[src/rtl/fetch_stage.sv]
`default_nettype none
// ============================================================================
// Module   : fetch_stage
// Brief    : Instruction-fetch stage. Issues one imem request at a time at
//            the current PC, tags returned instructions with their PC in a
//            small FIFO and presents them to decode with stall/flush control.
// Revision : 1.0 - initial release
// ============================================================================
module fetch_stage #(
  parameter int          DEPTH = 2,
  parameter logic [31:0] NOP   = 32'h00000013
) (
  input  logic        Clk,
  input  logic        Reset,
  input  logic [31:0] pc,
  output logic        PcEnable,
  output logic        imem_req,
  output logic [31:0] imem_addr,
  input  logic        imem_gnt,
  input  logic        imem_rvalid,
  input  logic [31:0] imem_rdata,
  input  logic        Flush,
  input  logic        Stall,
  output logic        id_valid,
  output logic [31:0] id_pc,
  output logic [31:0] id_instr
);

  localparam int c_aw = (DEPTH > 1) ? $clog2(DEPTH) : 1;
  localparam int c_cw = $clog2(DEPTH + 1);

  // Queue storage and bookkeeping
  logic [31:0]     r_pc_mem    [DEPTH];
  logic [31:0]     r_instr_mem [DEPTH];
  logic [c_aw-1:0] r_head;
  logic [c_aw-1:0] r_tail;
  logic [c_cw-1:0] r_count;

  // Single in-flight request tracking
  logic            r_out;
  logic            r_discard;
  logic [31:0]     r_out_pc;

  logic            w_deq;
  logic            w_enq;
  logic            w_grant;
  logic            w_credit;
  logic [c_cw:0]   w_occupancy;

  // Credit accounting: entries held plus the one that may still land, minus
  // the one leaving this cycle, must leave room for a fresh response.
  always_comb begin
    w_occupancy = {1'b0, r_count} + (c_cw + 1)'(r_out) - (c_cw + 1)'(w_deq);
    w_credit    = (w_occupancy < (c_cw + 1)'(DEPTH));
  end

  // Request, grant and queue-handshake decode
  always_comb begin
    id_valid  = (r_count != '0);
    w_deq     = id_valid & ~Stall;
    imem_req  = ~Reset & ~Flush & (~r_out | imem_rvalid) & w_credit;
    imem_addr = pc;
    w_grant   = imem_req & imem_gnt;
    PcEnable  = w_grant;
    w_enq     = imem_rvalid & r_out & ~r_discard & ~Flush;
  end

  // Head entry presented to decode; NOP bubble when empty
  always_comb begin
    id_pc    = 32'h0;
    id_instr = NOP;
    if (id_valid) begin
      id_pc    = r_pc_mem[r_head];
      id_instr = r_instr_mem[r_head];
    end
  end

  // Queue data write at the tail; contents are only observable through count
  always_ff @(posedge Clk) begin
    if (w_enq) begin
      r_pc_mem[r_tail]    <= r_out_pc;
      r_instr_mem[r_tail] <= imem_rdata;
    end
  end

  // Queue pointers and occupancy; flush empties the queue outright
  always_ff @(posedge Clk or posedge Reset) begin
    if (Reset) begin
      r_head  <= '0;
      r_tail  <= '0;
      r_count <= '0;
    end else if (Flush) begin
      r_head  <= '0;
      r_tail  <= '0;
      r_count <= '0;
    end else begin
      if (w_enq) r_tail <= r_tail + c_aw'(1);
      if (w_deq) r_head <= r_head + c_aw'(1);
      case ({w_enq, w_deq})
        2'b10:   r_count <= r_count + c_cw'(1);
        2'b01:   r_count <= r_count - c_cw'(1);
        default: r_count <= r_count;
      endcase
    end
  end

  // Outstanding request, its PC tag, and the drop-late-response flag
  always_ff @(posedge Clk or posedge Reset) begin
    if (Reset) begin
      r_out     <= 1'b0;
      r_out_pc  <= 32'h0;
      r_discard <= 1'b0;
    end else begin
      // A grant never coincides with Flush because imem_req is gated by it
      if (w_grant) begin
        r_out    <= 1'b1;
        r_out_pc <= pc;
      end else if (imem_rvalid) begin
        r_out    <= 1'b0;
      end
      // The response for a flushed request is still owed by memory; remember
      // to swallow it unless it is arriving right now
      if (imem_rvalid && r_out)
        r_discard <= 1'b0;
      else if (Flush && r_out)
        r_discard <= 1'b1;
    end
  end

endmodule
`default_nettype wire
[config.mk]
export PLATFORM = sky130hd
export DESIGN_NAME = fetch_stage
export DESIGN_NICKNAME = d
export VERILOG_FILES = /design/src/rtl/fetch_stage.sv
export SDC_FILE = /design/constraint.sdc
export NUM_CORES = 1
export LEC_CHECK = 0
export CAP_MARGIN = 20
export CORE_MARGIN = 2
export CORE_UTILIZATION = 30
export CTS_BUF_LIST = sky130_fd_sc_hd__clkbuf_2 sky130_fd_sc_hd__clkbuf_4 sky130_fd_sc_hd__clkbuf_8
export CTS_CLUSTER_DIAMETER = 80
export CTS_CLUSTER_SIZE = 16
export DETAILED_ROUTE_END_ITERATION = 8
export DONT_BUFFER_PORTS = 1
export SLEW_MARGIN = 10
export SYNTH_ARGS = -nofsm -noshare
export SYNTH_HDL_FRONTEND = slang
export SYNTH_SLANG_ARGS = --single-unit
[constraint.sdc]
create_clock -name Clk -period 6.45 [get_ports Clk]
set_clock_uncertainty 0.2 [all_clocks]
set_input_delay 1.6125 -clock Clk [delete_from_list [all_inputs] [get_ports Clk]]
set_output_delay 1.6125 -clock Clk [all_outputs]
set_load 0.005 [all_outputs]
==> metrics <==
outcome=completed; Sequential cell area=0.00480 mm²; met3 routed wirelength=838 µm; Vias/cell=4.56; top post-synthesis cells by area=edfxtp_1 (58%), dfrtp_1 (14%), mux2i_1 (9.7%), mux2_1 (5.4%), buf_4 (4.0%); Final HPWL DP=7.42 mm; routed wire length=12.3 mm; Flop pwr share=57.0%; initial antenna violation count=1; Max Cap Viol=0; Int Pwr=1.79 mW; power per cell area=315 mW/mm²; worst-case headroom to the max-slew limit=36.8%; Logic pwr share=4.3%; P_sw=0.473 mW; area of the multi-input gates=0.00151 mm²; row count=54; Worst-path clk slew=0.08 ns; WL/cell=18.1 µm; Clk Latency, worst-skew pair=0.43 ns; clock root buffer=clkbuf_8; worst-path maximum fanout=34; WL met1=5.00 mm; die area=0.0233 mm²; switching share of power=20.9%; crit path launch type=input port; post-route clock period utilization=78.9%; Fin. Hold Viols=0; worst slew pin tran=0.948 ns; area leader, netlist=edfxtp_1; clk sink count=166; Final ANT Viol Nets=0; register bit total from synthesis=166; Hold Path Class=reg -> reg; layout cells sized above 1=11.6%; share of the synthesized area in the top cell type=58.0%; global-route wire length before repair=19.4 mm; highest routed layer=met4; unrepaired setup endpoints after global routing=no; Initial Util=30.4%; die width=153 µm; GPL Wtd Cong=0.769; vias in the first global route=3361; Port-buffer cells=0; CTS tree=done; Post-CTS Setup Inserts=0; Yosys warning count=0; FILL cells=2159; Crit Path Class=in -> out; DIE HEIGHT=153 µm; Setup Total Neg Slack=0 ns; CTS resizes=0; nets@finish=456; GRT overflow=0; fin crit period=5.09 ns; metal2 WL=6.33 mm; Synth Net Count=485; leakage=2.32 nW; achievable frequency=196 MHz; CTS Buf Count=17; DRT iter0 DRCs=149; Max rail drop VDD=0.123 mV; largest net degree at the start of global routing=65; vias after detailed routing=3097; CP required=4.64 ns; Slew Viols, Final=0; Final setup viols=0; Gate Count Post-Synth=414; synth unique cells=29; WHS=0.276 ns; number of I/O pins=169; critical path data arrival time=3.28 ns; hold buffer count at CTS=0; area delta synth->final=8.45%; average size of a mapped cell=16.0 µm²; Clk pwr share=38.7%; Core Area=0.0218 mm²; Total GRT Usage=10.9%; number of remaining DRC errors=0; first-pass detailed-route iteration total=6; clock buffer depth=2; mapped cell area=0.00662 mm²; H-tree depth=4; CP Capture Type=output port; Seq/Total Area, Yosys=72.4%
-- per-layer routing --
metal	GRT usage [%]	vias up
met5	0	-
met4	3.44	0
met3	3.95	12
met2	19.0	112
met1	12.4	1571
li1	-	1402
-- layout make-up --
| class | count | share of cell area, % |
|---|---|---|
| tap | 280 | 4.88 |
| multi-input combinational | 192 | 21.0 |
| antenna | 1 | 0.0348 |
| clock buffer | 22 | 3.95 |
| inverter | 4 | 0.209 |
| timing repair buffer | 4 | 0.418 |
| sequential | 166 | 66.8 |
| clock inverter | 10 | 2.70 |
-- path summary, 6_finish.rpt --
kind,cells past startpoint,slack [ns],start,endpoint
max in group asynchronous,1,4.35,Reset,r_head
min reg2reg,0,0.28,r_out_pc[0],r_pc_mem[1][0]
min,0,0.28,r_out_pc[0],r_pc_mem[1][0]
max reg2reg,6,3.57,r_count[1],r_out_pc[4]
min in group asynchronous,1,1.05,Reset,r_out_pc[27]
max,6,1.36,Stall,PcEnable
-- per-stage QoR --
step | instances | power, mW | cell area (µm²) | setup slack, ns | utilization (%)
CTS | 678 | 2.30 | 7180 | 1.32 | 33.0
floorplan | 414 | 1.40 | 6630 | 1.48 | -
global route | 679 | 2.37 | 7180 | 1.23 | 33.0
finish | 679 | 2.26 | 7180 | 1.36 | 33.0
global placement | 646 | 1.40 | 6700 | 1.34 | 30.8
detailed placement | 646 | 1.42 | 6700 | 1.33 | 30.8
-- sequential cells by signal (all words and copies together) (netlist names) --
name / count
r_pc_mem: 64
r_head: 1
r_discard: 1
r_out_pc: 32
r_out: 1
r_instr_mem: 64
r_count: 2
r_tail: 1
-- Yosys cell counts, drive strengths merged --
cell type	instances
edfxtp	128
mux2i	64
nor2	64
buf	42
dfrtp	38
mux2	32
clkbuf	10
nand2	6
a21oi	4
inv	4
nor3	3
nor3b	3
o21ai	3
xnor2	3
a211oi	1
a41o	1
and2	1
and3b	1
and4	1
fa	1
nand2b	1
nand3b	1
nand4b	1
or3	1
-- power groups by stage --
stage | registers [mW] | clock network (mW) | logic (mW)
finish | 1.29 | 0.877 | 0.0971
global placement | 1.31 | 0 | 0.0961
detailed placement | 1.32 | 0 | 0.100
CTS | 1.29 | 0.910 | 0.101
floorplan | 1.30 | 0 | 0.101
global route | 1.30 | 0.954 | 0.110
-- cells in the final DEF, fill, tap and decap left out, drive strengths merged --
| cell | synthesis | routed |
|---|---|---|
| a21oi | 4 | 4 |
| nand3b | 1 | 1 |
| nor2 | 64 | 64 |
| nand2b | 1 | 1 |
| or3 | 1 | 1 |
| inv | 4 | 6 |
| buf | 42 | 4 |
| clkbuf | 10 | 22 |
| and4 | 1 | 1 |
| a211oi | 1 | 1 |
| dfrtp | 38 | 38 |
| bufinv | 0 | 5 |
| clkinvlp | 0 | 2 |
| nor3b | 3 | 3 |
| o21ai | 3 | 3 |
| mux2 | 32 | 32 |
| nor3 | 3 | 3 |
| fa | 1 | 1 |
| clkinv | 0 | 1 |
| mux2i | 64 | 64 |
| xnor2 | 3 | 3 |
| and3b | 1 | 1 |
| diode | 0 | 1 |
| and2 | 1 | 1 |
| edfxtp | 128 | 128 |
| nand2 | 6 | 6 |
| a41o | 1 | 1 |
| nand4b | 1 | 1 |
-- cell families (layout without fill, tap and decap cells) --
logic type | Yosys count | in the layout | synth area share, %
buffers and inverters | 56 | 40 | 5.29
AO/OA/AOI/OAI | 9 | 9 | 0.793
multiplexers | 96 | 96 | 15.1
other | 0 | 1 | 0
adder cells (fa/ha/maj) | 1 | 1 | 0.302
XOR/XNOR | 3 | 3 | 0.510
flip-flops | 166 | 166 | 72.4
AND/OR/NAND/NOR | 83 | 83 | 5.59
-- critical path, cell delays in order --
cell and delay, ns:
xnor2_1 0.14, nand2_1 0.09, fa_1 0.41, xnor2_2 0.21
nand4b_4 0.61, inv_2 0.20
No activity file was read; power rests on OpenSTA's default activity.
